### src/rtl/fifo_pkg.sv
// Shared definitions for the synchronous FIFO family: width default, clog2
// sizing helper and the stream beat record.
package fifo_pkg;

  localparam int unsigned FIFO_WIDTH_DEFAULT = 8;

  function automatic int unsigned clog2(input int unsigned value);
    int unsigned bits;
    int unsigned span;
    bits = 0;
    span = 1;
    while (span < value) begin
      span = span << 1;
      bits++;
    end
    return bits;
  endfunction

  typedef struct packed {
    logic [FIFO_WIDTH_DEFAULT-1:0] data;
    logic                          last;
  } stream_beat_t;

endpackage

### src/rtl/stream_skid_buf.sv
// Circular prefetch buffer with wrapping pointers, occupancy count and
// registered storage feeding the stream output directly.
module stream_skid_buf
  import fifo_pkg::*;
#(
  parameter int unsigned WIDTH = FIFO_WIDTH_DEFAULT,
  parameter int unsigned DEPTH = 2
) (
  input  logic                    clk,
  input  logic                    rst,
  input  logic                    wr_en,
  input  logic [WIDTH-1:0]        wr_data,
  input  logic                    rd_en,
  output logic [WIDTH-1:0]        rd_data,
  output logic                    valid,
  output logic [clog2(DEPTH):0]   occ
);

  localparam int unsigned PW = clog2(DEPTH);

  logic [WIDTH-1:0] mem [DEPTH];
  logic [PW-1:0]    wr_ptr;
  logic [PW-1:0]    rd_ptr;
  logic [PW:0]      occ_q;

  // Storage is cleared on reset so the output word reads 0 afterwards.
  always_ff @(posedge clk) begin
    if (rst) begin
      wr_ptr <= '0;
      rd_ptr <= '0;
      occ_q  <= '0;
      for (int unsigned i = 0; i < DEPTH; i++) begin
        mem[i] <= '0;
      end
    end else begin
      if (wr_en) begin
        mem[wr_ptr] <= wr_data;
        wr_ptr      <= wr_ptr + PW'(1);
      end
      if (rd_en) begin
        rd_ptr <= rd_ptr + PW'(1);
      end
      case ({wr_en, rd_en})
        2'b10:   occ_q <= occ_q + (PW + 1)'(1);
        2'b01:   occ_q <= occ_q - (PW + 1)'(1);
        default: occ_q <= occ_q;
      endcase
    end
  end

  assign rd_data = mem[rd_ptr];
  assign valid   = (occ_q != '0);
  assign occ     = occ_q;

endmodule

### src/rtl/fifo_stream_reader.sv
// FIFO read-side consumer: credit-limited rd_en issue into a prefetch buffer,
// ready/valid stream out. Define FIFO_STREAM_READER_LAST_EN for burst m_last.
module fifo_stream_reader
  import fifo_pkg::*;
#(
  parameter int unsigned FIFO_WIDTH = FIFO_WIDTH_DEFAULT,
  parameter int unsigned BUF_DEPTH  = 2,
  parameter int unsigned BURST_LEN  = 4
) (
  input  logic                        clk,
  input  logic                        rst,
  output logic                        fifo_rd_en,
  input  logic [FIFO_WIDTH-1:0]       fifo_dout,
  input  logic                        fifo_valid,
  input  logic                        fifo_empty,
  output logic [FIFO_WIDTH-1:0]       m_data,
  output logic                        m_valid,
  input  logic                        m_ready,
`ifdef FIFO_STREAM_READER_LAST_EN
  output logic                        m_last,
`endif
  output logic [clog2(BUF_DEPTH):0]   buf_count,
  output logic                        proto_err
);

  localparam int unsigned CW = clog2(BUF_DEPTH) + 1;

  if (BUF_DEPTH < 2 || (BUF_DEPTH & (BUF_DEPTH - 1)) != 0 || BURST_LEN < 1) begin : g_param_check
    $error("fifo_stream_reader: BUF_DEPTH must be a power of two >= 2 and BURST_LEN >= 1");
  end

  logic          inflight;
  logic          first_cycle;
  logic          pop;
  logic          wr_en;
  logic [CW:0]   credit_used;
  logic [CW:0]   credit_cap;

  assign pop   = m_valid && m_ready;
  assign wr_en = fifo_valid && inflight;

  // occ + inflight - pop < BUF_DEPTH, with pop moved to the right-hand side
  assign credit_used = {1'b0, buf_count} + {{CW{1'b0}}, inflight};
  assign credit_cap  = (CW + 1)'(BUF_DEPTH) + {{CW{1'b0}}, pop};

  always_comb begin
    fifo_rd_en = 1'b0;
    if (!rst && !fifo_empty && (credit_used < credit_cap)) begin
      fifo_rd_en = 1'b1;
    end
  end

  // first_cycle marks the cycle after reset, where stray returns are ignored silently.
  always_ff @(posedge clk) begin
    if (rst) begin
      inflight    <= 1'b0;
      first_cycle <= 1'b1;
      proto_err   <= 1'b0;
    end else begin
      inflight    <= fifo_rd_en;
      first_cycle <= 1'b0;
      if (fifo_valid && !inflight && !first_cycle) begin
        proto_err <= 1'b1;
      end
    end
  end

  stream_skid_buf #(
    .WIDTH (FIFO_WIDTH),
    .DEPTH (BUF_DEPTH)
  ) u_buf (
    .clk     (clk),
    .rst     (rst),
    .wr_en   (wr_en),
    .wr_data (fifo_dout),
    .rd_en   (pop),
    .rd_data (m_data),
    .valid   (m_valid),
    .occ     (buf_count)
  );

`ifdef FIFO_STREAM_READER_LAST_EN
  localparam int unsigned BW = (BURST_LEN > 1) ? clog2(BURST_LEN) : 1;

  logic [BW-1:0] beat_cnt;
  logic          beat_wrap;

  assign beat_wrap = (beat_cnt == BW'(BURST_LEN - 1));

  always_ff @(posedge clk) begin
    if (rst) begin
      beat_cnt <= '0;
    end else if (pop) begin
      beat_cnt <= beat_wrap ? '0 : beat_cnt + BW'(1);
    end
  end

  assign m_last = m_valid && beat_wrap;
`endif

endmodule

### config.mk
export PLATFORM = sky130hd
export DESIGN_NAME = fifo_stream_reader
export DESIGN_NICKNAME = d
export VERILOG_FILES = /design/src/rtl/fifo_pkg.sv /design/src/rtl/stream_skid_buf.sv /design/src/rtl/fifo_stream_reader.sv
export SDC_FILE = /design/constraint.sdc
export NUM_CORES = 1
export LEC_CHECK = 0
export ABC_AREA = 1
export CAP_MARGIN = 30
export CORE_AREA = 2 2 45 57
export CTS_CLUSTER_SIZE = 16
export DETAILED_ROUTE_END_ITERATION = 16
export DIE_AREA = 0 0 47 59
export GPL_TIMING_DRIVEN = 0
export PLACE_DENSITY_LB_ADDON = 0.08
export SLEW_MARGIN = 25
export SYNTH_ARGS = -nofsm -noshare
export SYNTH_HDL_FRONTEND = slang
export SYNTH_SLANG_ARGS = --single-unit
### constraint.sdc
create_clock -name clk -period 1.9 [get_ports clk]
set_input_delay 0.19 -clock clk [delete_from_list [all_inputs] [get_ports clk]]
set_output_delay 0.19 -clock clk [all_outputs]
set_load 0.05 [all_outputs]
==> results of run 1 <==
## final cells by class
cell class                 count  share of cell area
buffer                         1             0.00358
clock buffer                   3              0.0161
clock inverter                 1             0.00269
inverter                      15              0.0412
multi-input combinational     59               0.280
sequential                    24               0.460
tap                           31              0.0278
timing repair buffer          25               0.169
## sequential cells by signal, indices dropped and copies added, names as in the netlist, named ones only
| name | cells |
|---|---|
| proto_err | 1 |
| inflight | 1 |
| first_cycle | 1 |
| u_buf.occ | 2 |
| u_buf.wr_ptr | 1 |
| u_buf.rd_ptr | 1 |
| u_buf.mem | 16 |
## through the flow
step / hold WS [ns] / cell area [µm²]
after floorplan: 0.218 / 1090
after global placement: 0.447 / 1380
after detailed placement: 0.461 / 1380
after CTS: 0.378 / 1390
after global routing: 0.361 / 1400
final: 0.377 / 1400
## worst register-to-register path, cell delays in order (launching register included)
cell and delay, ns:
dfxtp_1 0.44, nand4_2 0.27, nand2_1 0.38
## cells in the final DEF, fill, tap and decap left out
master	instances
inv_1	12
nand3b_1	1
nand3_1	1
a21oi_1	2
clkinv_2	1
nand2_2	1
clkbuf_4	4
nor3b_1	1
nand4_2	1
o21ai_0	1
clkinv_1	1
nor2_1	22
edfxtp_1	16
nand2_1	8
nand4_1	1
buf_2	1
nor2_2	2
inv_2	2
nand2_4	3
dfxtp_2	1
a21oi_4	1
dfxtp_1	7
o21a_1	1
mux2_2	8
ha_1	3
nor2_4	1
clkdlybuf4s50_1	15
dlygate4sd2_1	9
o21ai_2	1
## per-layer routing
| layer | track usage | vias to the layer above | part of all wire |
|---|---|---|---|
| li1 | - | 380 | - |
| met1 | 0.151 | 347 | 0.39 |
| met2 | 0.282 | 16 | 0.55 |
| met3 | 0.0305 | 2 | 0.050 |
| met4 | 0.0714 | 0 | 0.012 |
| met5 | 0 | - | 0 |
## repair_timing
action                     in CTS  in global routing
gates cloned                    0                  0
buffers inserted                0                  0
gates resized for setup        15                  1
setup endpoints to repair      10                  1
## worst max-delay path by stage
stage                       from         end  slack, ns  cells after the start
finish                 flip-flop   m_data[1]       0.09                      3
global route            inflight  fifo_rd_en       0.02                      4
CTS                 u_buf.occ[0]  fifo_rd_en       0.06                      6
detailed placement  u_buf.occ[0]  fifo_rd_en      -0.19                      4
global placement             rst  fifo_rd_en      -0.16                      5
floorplan           u_buf.occ[0]  fifo_rd_en       0.12                      3
## where the power goes
part	internal [mW]	switching, mW	total [mW]
registers	0.587	0.0192	0.606
clock network	0.0765	0.138	0.215
logic	0.105	0.193	0.298
## logic make-up (layout without fill, tap and decap cells)
| logic type | count (synthesis) | after routing | share of synthesized area |
|---|---|---|---|
| buffers and inverters | 16 | 45 | 0.0578 |
| multiplexers | 8 | 8 | 0.0832 |
| adder cells (fa/ha/maj) | 3 | 3 | 0.0347 |
| AND/OR/NAND/NOR | 42 | 42 | 0.199 |
| AO/OA/AOI/OAI | 6 | 6 | 0.0335 |
| flip-flops | 24 | 24 | 0.592 |
==> impl_metrics.json, run 1 <==
{
  "status": "completed",
  "portBuffers": 25,
  "cp_slowest_cell": "dlygate4sd2_1",
  "track_usage": 0.151,
  "synth_area_um2": 1080,
  "clock-sinks": 24,
  "cts_root_buffer": "clkbuf_4",
  "vias_per_cell": 4.69,
  "crit_buf_inv": 2,
  "grt_max_degree": 14,
  "die_w_um": 47,
  "r2r-end": "u_buf.mem[1][2]",
  "final_util": 0.638,
  "grt_antenna_before_repair": 0,
  "clockBufferDepth": 2,
  "synth.largest_area_cell": "edfxtp_1",
  "fill_cells": 203,
  "whs_endpoint": "first_cycle",
  "setup_tns_ns": 0,
  "synth-edff-count": 16,
  "ctsHoldBuffers": 0,
  "drive_above_1_share": 0.211,
  "slew_viol_final": 0,
  "register_area_um2": 642,
  "nNetsFinal": 145,
  "start_util": 0.495,
  "cts_buffers": 3,
  "dr.pass1.iters": 3,
  "yosysMostFrequentCell": "nor2_1",
  "wl_per_cell_um": 11.1,
  "ys_types": 23,
  "grt_overflow_total": 0,
  "min_from": "rst",
  "p_per_area_nw_per_um2": 802,
  "dr_total_vias": 745,
  "netlist_instances": 99,
  "place_ws_ns": -0.187,
  "n_antenna_cell": 0,
  "fin_crit_ns": 1.81,
  "slowest_delay_ns": 0.42,
  "io_pins": 26,
  "synth.yosys.seq_area_share": 0.592,
  "fin_worst_skew_ns": 0.0125,
  "rrSetupSlack_ns": 0.50,
  "die_area_um2": 2770,
  "required_ns": 1.71,
  "cp-start-kind": "flip-flop",
  "setup_violations": 0,
  "hold_viol": 0,
  "cp_cell_sequence": "buf_2 -> mux2_2 -> dlygate4sd2_1",
  "dpl.hpwl_mm": 1.32,
  "setup.worst_path.class": "flip-flop to output pin",
  "worst_pin_slew_ns": 0.502,
  "cts_tree": "yes",
  "die_y_um": 59,
  "hp-class": "primary input to flip-flop",
  "num_rows": 19,
  "coreArea_um2": 2190,
  "synth_common_cells": "nor2_1, edfxtp_1, inv_1",
  "whs_path_depth": 1,
  "fin_ws_ns": 0.0882,
  "rsz0062_at_grt": "false",
  "wl_mm": 1.77,
  "yosys-top-cells-area": "edfxtp_1, dfxtp_1, mux2_2, nor2_1, inv_1",
  "cap_violations": 0,
  "fmax_ghz": 0.552,
  "avgSynthCellArea_um2": 10.9,
  "power_mw": 1.12,
  "ant_nets": 0,
  "drtIter0Drc": 15,
  "synthArstFlopShare": 0,
  "grt_pass1_vias": 772,
  "ys.flop_type": "edfxtp_1",
  "gp_congestion": 0.691,
  "period_share": 0.954,
  "path_max_fanout": 8,
  "critPathTopFamily": "buffers and inverters",
  "htree_levels": 1,
  "fin_cells": 159,
  "worst_skew_pair.late_latency_ns": 0.31,
  "area_delta_synth_final_pct": 29.0,
  "placedCellCount": 155,
  "reg2reg_depth": 2,
  "arrival_ns": 1.62,
  "grt_pass1_wl_mm": 3.03,
  "synth_top_area_share": 0.444,
  "multi_input_area_um2": 390,
  "syn-num-nets": 115,
  "ir_drop_uv": 635,
  "cellLeakagePower_nw": 0.630,
  "slew_headroom": 0.664,
  "ys_ff_latch": 24,
  "yosys_warnings": 0,
  "drc_errors": 0,
  "clk_pin_slew_ns": 0.13,
  "worstReg2RegStart": "u_buf.wr_ptr",
  "cp-end-kind": "output pin"
}
Note: power is estimated with default switching activity, not from simulation.
==> inputs of run 2 (changes only) <==
--- a/config.mk
+++ b/config.mk
@@ -11,9 +11,11 @@
 export CTS_CLUSTER_SIZE = 16
 export DETAILED_ROUTE_END_ITERATION = 16
 export DIE_AREA = 0 0 47 59
+export GPL_ROUTABILITY_DRIVEN = 1
 export GPL_TIMING_DRIVEN = 0
 export PLACE_DENSITY_LB_ADDON = 0.08
 export SLEW_MARGIN = 25
 export SYNTH_ARGS = -nofsm -noshare
 export SYNTH_HDL_FRONTEND = slang
+export SYNTH_HIERARCHICAL = 1
 export SYNTH_SLANG_ARGS = --single-unit
==> run 2 against run 1 <==
Compared with the run above: cell area rose by 3.2%; routed wire length is 7.9% higher; flip-flop and latch count is the same; sequential share of layout area down 1.5 points; die area unchanged; clock power grew 67%; total power increased by 15%; combinational power up 8.4%; count of clock-buffer cells in the layout is the same; sequential power about the same.
==> impl_metrics.json, run 2 <==
{
  "status": "completed",
  "wl_per_cell_um": 11.7,
  "n_antenna_cell": 0,
  "fill_cells": 191,
  "ctsHoldBuffers": 0,
  "place_ws_ns": -0.155,
  "area_delta_synth_final_pct": 30.8,
  "synth.largest_area_cell": "edfxtp_1",
  "cp_slowest_cell": "dfxtp_1",
  "cp-end-kind": "output pin",
  "cts_setup_buffers": 0,
  "dpl.hpwl_mm": 1.42,
  "mostFrequentLayoutCell": "nor2_1",
  "largest_reg_flops": 16,
  "drc_errors": 0,
  "synth-edff-count": 16,
  "final_cell_mix": "nor2_1, inv_1, edfxtp_1, clkdlybuf4s50_1, nand2_1",
  "cap_violations": 0,
  "avgSynthCellArea_um2": 10.7,
  "hold-worst-slack_ns": 0.462,
  "yosysMostFrequentCell": "nor2_1",
  "drtIter0Drc": 24,
  "ant_nets": 0,
  "fmax_ghz": 0.555,
  "synth.yosys.seq_area_share": 0.581,
  "vias_per_cell": 4.80,
  "ys.flop_type": "edfxtp_1",
  "nNetsFinal": 149,
  "synthArstFlopShare": 0,
  "hp-class": "flip-flop to flip-flop",
  "placedCellCount": 159,
  "slew_headroom": 0.662,
  "num_rows": 19,
  "arrival_ns": 1.61,
  "clock-sinks": 24,
  "required_ns": 1.71,
  "grt_max_degree": 15,
  "hold_viol": 0,
  "p_per_area_nw_per_um2": 893,
  "wl_mm": 1.90,
  "portBuffers": 25,
  "grt_antenna_before_repair": 0,
  "syn-num-nets": 119,
  "die_area_um2": 2770,
  "die_y_um": 59,
  "fin_crit_ns": 1.80,
  "yosys-top-cells-area": "edfxtp_1, dfxtp_1, mux2_4, nor2_1, inv_1",
  "yosys_warnings": 6,
  "period_share": 0.949,
  "multi_input_area_um2": 387,
  "setup_violations": 0,
  "cellLeakagePower_nw": 0.671,
  "fin_worst_skew_ns": 0.00490,
  "slew_viol_final": 0,
  "cp-start-kind": "flip-flop",
  "synth_area_um2": 1100,
  "register_area_um2": 641,
  "synth_common_cells": "nor2_1, inv_1, edfxtp_1",
  "worst_pin_slew_ns": 0.510,
  "worst_skew_pair.late_latency_ns": 0.30,
  "ys_ff_latch": 24,
  "ys_types": 18,
  "cts_tree": "yes",
  "crit_top_cell": "ha_1",
  "setup.worst_path.class": "flip-flop to output pin",
  "path_max_fanout": 6,
  "htree_levels": 1,
  "start_util": 0.504,
  "netlist_instances": 103,
  "gp_congestion": 0.665,
  "slowest_delay_ns": 0.38,
  "clk_pin_slew_ns": 0.13,
  "drive_above_1_share": 0.159,
  "grt_pass1_wl_mm": 3.16,
  "io_pins": 26,
  "cts_buffers": 3,
  "dr.pass1.iters": 4,
  "power_mw": 1.29,
  "track_usage": 0.160,
  "grt_pass1_vias": 813,
  "cts_root_buffer": "clkbuf_4",
  "grt_overflow_total": 0,
  "die_w_um": 47,
  "fin_cells": 163,
  "regMostFlops": "u_buf/mem",
  "clockBufferDepth": 2,
  "fin_ws_ns": 0.0978,
  "cp_cell_sequence": "ha_1 -> ha_1 -> a21oi_4 -> clkbuf_4",
  "ir_drop_uv": 679,
  "dr_total_vias": 783,
  "synth_top_area_share": 0.436,
  "rsz0062_at_grt": "false",
  "coreArea_um2": 2190
}
==> run 2: kinds of logic after synthesis <==
group           count (synthesis)  share of synthesized area
mux                             8                      0.109
flops                          24                      0.581
compound gates                  5                     0.0227
simple gates                   41                      0.167
fa+ha+maj                       3                     0.0341
xor+xnor                        1                    0.00795
buf+inv                        21                     0.0783
==> run 2: what timing repair did <==
| item | CTS | global route |
|---|---|---|
| pin swaps | 0 | 0 |
| gates resized for setup | 14 | 1 |
| setup endpoints to repair | 10 | 1 |
==> run 2: cell type report <==
cell class / instances / share of cell area
Sequential cell: 24 / 0.444
Multi-Input combinational cell: 58 / 0.268
Timing Repair Buffer: 25 / 0.164
Inverter: 20 / 0.0521
Tap cell: 31 / 0.0269
Clock inverter: 1 / 0.0208
Clock buffer: 3 / 0.0156
Buffer: 1 / 0.00781
==> run 2: metal layers <==
layer	GRT usage	routed length, µm
met1	0.151	700
met2	0.315	1120
met3	0.0274	73
met4	0.0675	14
met5	0	0
==> run 2: final timing paths <==
kind | endpoint | slack [ns] | start | cells after the start
setup reg to reg | u_buf/occ[1] | 0.36 | u_buf/occ[1] | 9
setup / recovery | fifo_rd_en | 0.1 | u_buf/occ[0] | 4
hold reg to reg | proto_err | 0.46 | proto_err | 2
hold / removal | proto_err | 0.46 | proto_err | 2
==> run 2: report_power, final <==
part / total, mW / internal, mW / switching (mW)
registers: 0.606 / 0.588 / 0.0179
logic: 0.323 / 0.122 / 0.201
clock network: 0.358 / 0.213 / 0.145
total: 1.29 / 0.923 / 0.365
==> run 2: worst max-delay path, delay by kind of cell, from the launching register on <==
family	cells	cell delay, ns
adder cells (fa/ha/maj)	2	0.55
AO/OA/AOI/OAI	1	0.15
buffers and inverters	1	0.23
flip-flops	1	0.38
==> run 2: through the flow <==
stage               setup TNS (ns)  cell area, µm²   util
CTS                              0            1440  0.658
detailed placement          -0.155            1400  0.641
global placement            -0.142            1400  0.641
global route                     0            1440  0.659
finish                           0            1440  0.659
floorplan                        0            1110      -
